==> config.mk <==
export PLATFORM = sky130hd
export DESIGN_NAME = alu_result_skid_stage
export DESIGN_NICKNAME = d
export VERILOG_FILES = /design/src/rtl/alu_result_skid_stage.sv
export SDC_FILE = /design/constraint.sdc
export NUM_CORES = 1
export LEC_CHECK = 0
export BUFFER_PORTS_ARGS = -buffer_cell sky130_fd_sc_hd__buf_2
export CAP_MARGIN = 10
export CORE_UTILIZATION = 45
export CTS_CLUSTER_DIAMETER = 60
export CTS_CLUSTER_SIZE = 40
export DETAILED_ROUTE_END_ITERATION = 6
export PLACE_DENSITY = 0.78
export SLEW_MARGIN = 20
export SYNTH_ARGS = -nofsm -noshare
export SYNTH_HDL_FRONTEND = slang
export SYNTH_SLANG_ARGS = --single-unit
==> constraint.sdc <==
create_clock -name clk -period 3.3 [get_ports clk]
set_clock_uncertainty 0.1 [all_clocks]
set_input_delay 0.33 -clock clk [delete_from_list [all_inputs] [get_ports clk]]
set_output_delay 0.33 -clock clk [all_outputs]
set_load 0.05 [all_outputs]
==> src/rtl/alu_result_skid_stage.sv <==
// Registered 2-entry skid stage for ALU results, with sticky overflow and retired-op count.
// Latency: 1 cycle from push into an empty stage to out_valid.
// Backpressure: in_ready comes only from the state register; up to 2 entries are buffered.
module alu_result_skid_stage #(
    parameter int WIDTH = 32,
    parameter int CNT_W = 16
) (
    input  logic             clk,
    input  logic             rst,
    input  logic             in_valid,
    output logic             in_ready,
    input  logic [3:0]       opcode,
    input  logic [WIDTH-1:0] result,
    input  logic             carryFlag,
    input  logic             zeroFlag,
    input  logic             overFlowFlag,
    output logic             out_valid,
    input  logic             out_ready,
    output logic [3:0]       out_opcode,
    output logic [WIDTH-1:0] out_result,
    output logic             out_carry,
    output logic             out_zero,
    output logic             out_overflow,
    output logic             sticky_ovf,
    input  logic             sticky_clear,
    output logic [CNT_W-1:0] op_count
);

    typedef enum logic [1:0] {
        S_EMPTY = 2'd0,
        S_ONE   = 2'd1,
        S_FULL  = 2'd2
    } state_t;

    state_t           state_q, state_d;
    logic [3:0]       head_op_q, head_op_d, skid_op_q, skid_op_d;
    logic [WIDTH-1:0] head_res_q, head_res_d, skid_res_q, skid_res_d;
    logic             head_c_q, head_c_d, skid_c_q, skid_c_d;
    logic             head_z_q, head_z_d, skid_z_q, skid_z_d;
    logic             head_v_q, head_v_d, skid_v_q, skid_v_d;
    logic             sticky_q, sticky_d;
    logic [CNT_W-1:0] op_count_q, op_count_d;
    logic             push, pop;

    assign in_ready  = (state_q != S_FULL);
    assign out_valid = (state_q != S_EMPTY);
    assign push      = in_valid & in_ready;
    assign pop       = out_valid & out_ready;

    always_comb begin
        state_d    = state_q;
        head_op_d  = head_op_q;
        head_res_d = head_res_q;
        head_c_d   = head_c_q;
        head_z_d   = head_z_q;
        head_v_d   = head_v_q;
        skid_op_d  = skid_op_q;
        skid_res_d = skid_res_q;
        skid_c_d   = skid_c_q;
        skid_z_d   = skid_z_q;
        skid_v_d   = skid_v_q;
        unique case (state_q)
            S_EMPTY: begin
                if (push) begin
                    state_d    = S_ONE;
                    head_op_d  = opcode;
                    head_res_d = result;
                    head_c_d   = carryFlag;
                    head_z_d   = zeroFlag;
                    head_v_d   = overFlowFlag;
                end
            end
            S_ONE: begin
                if (push && pop) begin
                    head_op_d  = opcode;
                    head_res_d = result;
                    head_c_d   = carryFlag;
                    head_z_d   = zeroFlag;
                    head_v_d   = overFlowFlag;
                end else if (push) begin
                    state_d    = S_FULL;
                    skid_op_d  = opcode;
                    skid_res_d = result;
                    skid_c_d   = carryFlag;
                    skid_z_d   = zeroFlag;
                    skid_v_d   = overFlowFlag;
                end else if (pop) begin
                    state_d    = S_EMPTY;
                end
            end
            S_FULL: begin
                // Skid entry moves up to the head; input side stays closed this cycle.
                if (pop) begin
                    state_d    = S_ONE;
                    head_op_d  = skid_op_q;
                    head_res_d = skid_res_q;
                    head_c_d   = skid_c_q;
                    head_z_d   = skid_z_q;
                    head_v_d   = skid_v_q;
                end
            end
            default: state_d = S_EMPTY;
        endcase
    end

    // A new overflow takes priority over a same-cycle clear.
    always_comb begin
        sticky_d = sticky_q;
        if (push && overFlowFlag) begin
            sticky_d = 1'b1;
        end else if (sticky_clear) begin
            sticky_d = 1'b0;
        end
    end

    assign op_count_d = op_count_q + {{(CNT_W-1){1'b0}}, pop};

    always_ff @(posedge clk) begin
        if (rst) begin
            state_q    <= S_EMPTY;
            head_op_q  <= '0;
            head_res_q <= '0;
            head_c_q   <= 1'b0;
            head_z_q   <= 1'b0;
            head_v_q   <= 1'b0;
            skid_op_q  <= '0;
            skid_res_q <= '0;
            skid_c_q   <= 1'b0;
            skid_z_q   <= 1'b0;
            skid_v_q   <= 1'b0;
            sticky_q   <= 1'b0;
            op_count_q <= '0;
        end else begin
            state_q    <= state_d;
            head_op_q  <= head_op_d;
            head_res_q <= head_res_d;
            head_c_q   <= head_c_d;
            head_z_q   <= head_z_d;
            head_v_q   <= head_v_d;
            skid_op_q  <= skid_op_d;
            skid_res_q <= skid_res_d;
            skid_c_q   <= skid_c_d;
            skid_z_q   <= skid_z_d;
            skid_v_q   <= skid_v_d;
            sticky_q   <= sticky_d;
            op_count_q <= op_count_d;
        end
    end

    assign out_opcode   = head_op_q;
    assign out_result   = head_res_q;
    assign out_carry    = head_c_q;
    assign out_zero     = head_z_q;
    assign out_overflow = head_v_q;
    assign sticky_ovf   = sticky_q;
    assign op_count     = op_count_q;

endmodule
# Word level (Yosys, flattened, before mapping)
# Index checks and enable logic that the tools add are counted.
classes:
  add_sub_neg: 1
  eq_ne: 8
  muxes: 28
  bitwise_logic: 3
  reduce_logical: 9
op_table:
  columns: ["op", "count"]
  rows:
  - ["two-way mux 32 bit", 3]
  - ["case mux 32 bit (3 select lines)", 1]
  - ["adder 16 x 1 -> 16 bit", 1]
  - ["two-way mux 4 bit", 3]
  - ["case mux 4 bit (3 select lines)", 1]
  - ["two-way mux 1 bit", 11]
  - ["two-way mux 2 bit", 5]
  - ["!= test 2 bit (second input constant)", 5]
  - ["case mux 1 bit (3 select lines)", 3]
  - ["AND reduction 4 bit", 2]
  - ["case mux 2 bit (3 select lines)", 1]
  - ["nonzero test 2 bit", 2]
  - ["!= test 3 bit (second input constant)", 1]
  - ["AND reduction 3 bit", 1]
  - ["nonzero test 3 bit", 1]
  - ["bitwise AND 1 bit", 2]
  - ["== test 2 x 1 -> 1 bit (second input constant)", 1]
  - ["== test 2 bit (second input constant)", 1]
  - ["logical AND 1 bit", 2]
  - ["logical NOT 2 bit", 1]
  - ["inverter 1 bit", 1]
totals:
  register_bits: 97
  inputBits: 44
  word_cells: 62

# Logic depth before layout (Yosys ltp)
depth:
  word_depth: 6
  depth_mapped: 7
  mapped_depth_nobuf: 7

# Least setup slack after synthesis
# No wires, ideal clock.
synth_timing:
  path_kind: "register to register"
  from: "register op_count_q[2], in the netlist op_count[2]"
  to: "register op_count_q[15], in the netlist op_count[15]"
  t_arrival_ns: 1.819
  required_time_ns: 3.130
  slack_ns: 1.311
  stages_incl_launch_ff: 5
  n_path_buf: 0
  path_cell_list: "dfxtp_1 -> nand4_1 -> or3_4 -> or3_1 -> a21oi_1"
synth_between:
  elab_chain_len: 1
synth_rtl:
  columns: ["element", "line", "rtl"]
  rows:
  - ["from (decl)", "42", "logic [CNT_W-1:0] op_count_q, op_count_d;"]
  - ["from (signal assigned)", "146", "op_count_q <= op_count_d;"]
  - ["adder 16 x 1 -> 16 bit", "116", "assign op_count_d = op_count_q + {{(CNT_W-1){1'b0}}, pop};"]
# Every way passes these cells.
# A chain may end at the register's enable or synchronous reset.

# Worst setup path after layout
layout_timing:
  from: "register state_q[1]"
  to: "output in_ready"
layout_between:
  elab_chain_len: 1
layout_rtl:
  columns: ["element", "line", "rtl"]
  rows:
  - ["from (decl)", "35", "state_t state_q, state_d;"]
  - ["from (signal assigned)", "134", "state_q <= state_d;"]
  - ["!= test 2 bit", "45", "assign in_ready = (state_q != S_FULL);"]
  - ["to (decl)", "11", "output logic in_ready,"]
# Every way passes these cells.

==> summary.md <==
| Metric | Value |
|---|---|
| Status | finished, final reports clean |
| Final Cell Area | 4730 sq um |
| Initial core utilization | 47.0% |
| Sw Share | 28.2% |
| Most frequent cell after synthesis | dfxtp_1 |
| Hold Crit Class | input pin to flip-flop |
| HP Start | zeroFlag |
| Req. time, crit path | 2.87 ns |
| Worst reg2reg path endpoint | out_result[31]$_SDFFE_PP0P_ |
| Nets@finish | 573 |
| Total number of vias | 3280 |
| Internal Power | 1930 uW |
| Max Transition Viols Final | 0 |
| Largest net degree at the start of global routing | 61 |
| FF+latch area | 1940 sq um |
| Area after DPL | 4470 sq um |
| R2r worst-path depth | 4 |
| DIE AREA | 9040 sq um |
| Post-CTS Resized | 0 |
| Hold depth | 3 |
| Setup_tns | 0 ns |
| DIE HEIGHT | 95.1 um |
| Reg clk slew, reported paths | 0.10 ns |
| WP data arrival | 1.71 ns |
| Clk_lat worst skew | 0.37 ns |
| Area growth syn-to-layout | 21.3% |
| H-tree Lvls | 3 |
| Mapped Cells | 442 |
| Seq/Total Area, Yosys | 49.8% |
| NetSw | 759 uW |
| FILL cells | 753 |
| GRT Total Usage | 19.2% |
| Clock sinks | 97 |
| CTS tree | done |
| Max Fclk | 467 MHz |
| Post-Layout Cell Count | 638 |
| Cell row count | 33 |
| Worst path slowest cell | or2b_2 |
| Power Total | 2690 uW |
| Top FF cell, synth | dfxtp_1 |
| CTS Buf Count | 9 |
| CP endpoint kind | output port |
| Core ar. | 8300 sq um |
| Unrepaired setup endpoints after global routing | no |
| Diode count | 0 |
| Crit path time final | 2.14 ns |
| Vias in the first global route | 3004 |
| Critical path class | flip-flop to output port |
| DR WL/cell | 13.1 um |
| Hold-fix buffers, CTS | 0 |
| Slew headroom | 55.9% |
| WL final | 8340 um |
| Clock power share | 37.1% |
| Syn_nets | 487 |
| GPL Wtd Cong | 0.818 |
| DRC violations left | 0 |
| Worst Tran Pin Value | 0.661 ns |
| Yosys reg bits | 97 |
| CTS Root Cell | clkbuf_8 |
| Syn_area_per_cell | 8.82 sq um |
| Via density | 5.14 |
| Multi-input logic area | 1810 sq um |
| Clock buffer depth | 2 |
| Grt total ovfl | 0 |
| Post-DP HPWL | 5600 um |
| Max Cap Violations | 0 |
| Dominant cell type by area after synthesis | dfxtp_1 |
| Mapped Area | 3900 sq um |
| Crit path cell chain | or2b_2 > buf_2 |
| Netlist cell types | 34 |
| Post-synth top cells | dfxtp_1, nand2_1, nor2_1 |
| Top cells by area, synth | dfxtp_1, mux2i_1, nand2_1 |
| Worst reg-to-reg setup slack | 1.25 ns |
| Pwr/cell area | 568 nW/um^2 |
| P_leak | 0.00220 uW |
| Antenna violations before repair | 0 |
| Pre-CTS setup slack | 1.27 ns |
| Max FO, Critical Path | 18 |
| Final setup violation count | 0 |
| Synth top area share | 49.8% |
| VDD IR max | 0.206 mV |
| Synth Warn # | 0 |
| First-pass GRT wire length | 13600 um |
| Max incr delay on CP | 0.55 ns |
| Final period util | 64.8% |
| R2r startpoint | state_q[1]$_SDFFE_PP0P_ |
| Asr flop ratio synth | 0% |
| Flop pwr share | 47.0% |
| Crit path launch type | flip-flop |
| Placed cells | 622 |
| Layout cells sized above 1 | 24.8% |
| Setup WS post-layout | 1.16 ns |
| Initial drt markers | 110 |
| I/O pins | 102 |
| Logic pwr share | 15.9% |
| First drt pass iteration count | 4 |
| Hold Path Sink | skid_z_q$_SDFFE_PP0P_ |
| Die outline width | 95.1 um |
| Post-synth EDFFs | 0 |
| PortBufs | 101 |
| Post-CTS setup buffers | 0 |
| Final hold violation count | 0 |
| Post-route ant nets | 0 |
==> metal layers <==
layer,vias to the layer above,global-route usage (%),wire (um)
met2,81,31.5,3870
met1,1500,24.0,3880
met5,-,0,0
met4,0,7.07,108
met3,9,5.10,483
li1,1690,-,-
==> critical path: cells and delay by family, from the launching register on <==
kind / cells / cell delay [ns]
simple gates: 1 / 0.55
flops: 1 / 0.49
buf+inv: 1 / 0.31
==> cells by family after synthesis <==
logic type	synth area share (%)
muxes	10.3
DFF	49.8
AOI/OAI and AO/OA	14.6
xor gates and xnor gates	2.69
and+or+nand+nor	18.4
buffers and inverters	3.91
adders and majority gates	0.321
==> layout make-up <==
type                    count  share of cell area [%]
repair buffers            108                    12.1
clock inverters             7                    3.01
well taps                 105                    2.78
clock buffers               9                    2.62
multi-input cells         310                    38.3
inverters                   2                   0.159
flip-flops and latches     97                    41.0
==> placed cells by master (no fill, tap or decap), drive strengths merged <==
master    n
a211oi   39
a21oi    43
a32oi     1
and2      1
and2b     2
and3      1
and4      3
buf     108
bufinv    4
clkbuf    9
clkinv    3
dfxtp    97
ha        1
inv       2
mux2i    40
nand2    84
nand2b    1
nand3     4
nand3b    1
nand4     5
nor2     56
nor2b     1
nor3      1
nor4      2
o211ai    1
o21ai     4
o22a      1
or2       1
or2b      1
or3       4
xnor2     4
xor2      8
==> how the worst max path moves through the flow <==
| stage | startpoint | endpoint | slack, ns | depth (start not counted) |
|---|---|---|---|---|
| floorplan | op_count[2]$_SDFF_PP0_ | op_count[15]$_SDFF_PP0_ | 1.31 | 4 |
| global placement | state_q[0]$_SDFFE_PP0P_ | out_result[15]$_SDFFE_PP0P_ | 1.33 | 4 |
| detailed placement | state_q[0]$_SDFFE_PP0P_ | out_result[12]$_SDFFE_PP0P_ | 1.27 | 4 |
| CTS | state_q[1]$_SDFFE_PP0P_ | in_ready | 1.13 | 2 |
| global route | state_q[1]$_SDFFE_PP0P_ | in_ready | 1.07 | 2 |
| finish | state_q[1]$_SDFFE_PP0P_ | in_ready | 1.16 | 2 |
==> state kept, by name, indices dropped and copies added (netlist names) <==
name	flops
skid_v_q	1
out_result	32
out_overflow	1
skid_op_q	4
skid_res_q	32
op_count	16
out_carry	1
sticky_ovf	1
out_zero	1
skid_c_q	1
state_q	2
out_opcode	4
skid_z_q	1
==> per-stage QoR <==
stage | util, % | hold WS (ns)
after floorplan | - | 0.336
after global placement | 53.8 | 0.341
after detailed placement | 53.8 | 0.346
after CTS | 57.0 | 0.0890
after global routing | 57.0 | 0.0925
final | 57.0 | 0.102
==> power groups by stage <==
| stage | clock network (uW) | registers (uW) | logic [uW] |
|---|---|---|---|
| final | 998 | 1260 | 429 |
| after global routing | 1070 | 1270 | 462 |
| after CTS | 1020 | 1260 | 431 |
| after detailed placement | 0 | 1290 | 430 |
| after global placement | 0 | 1290 | 423 |
| after floorplan | 0 | 1450 | 156 |
Power figures use the tool's default switching activity.
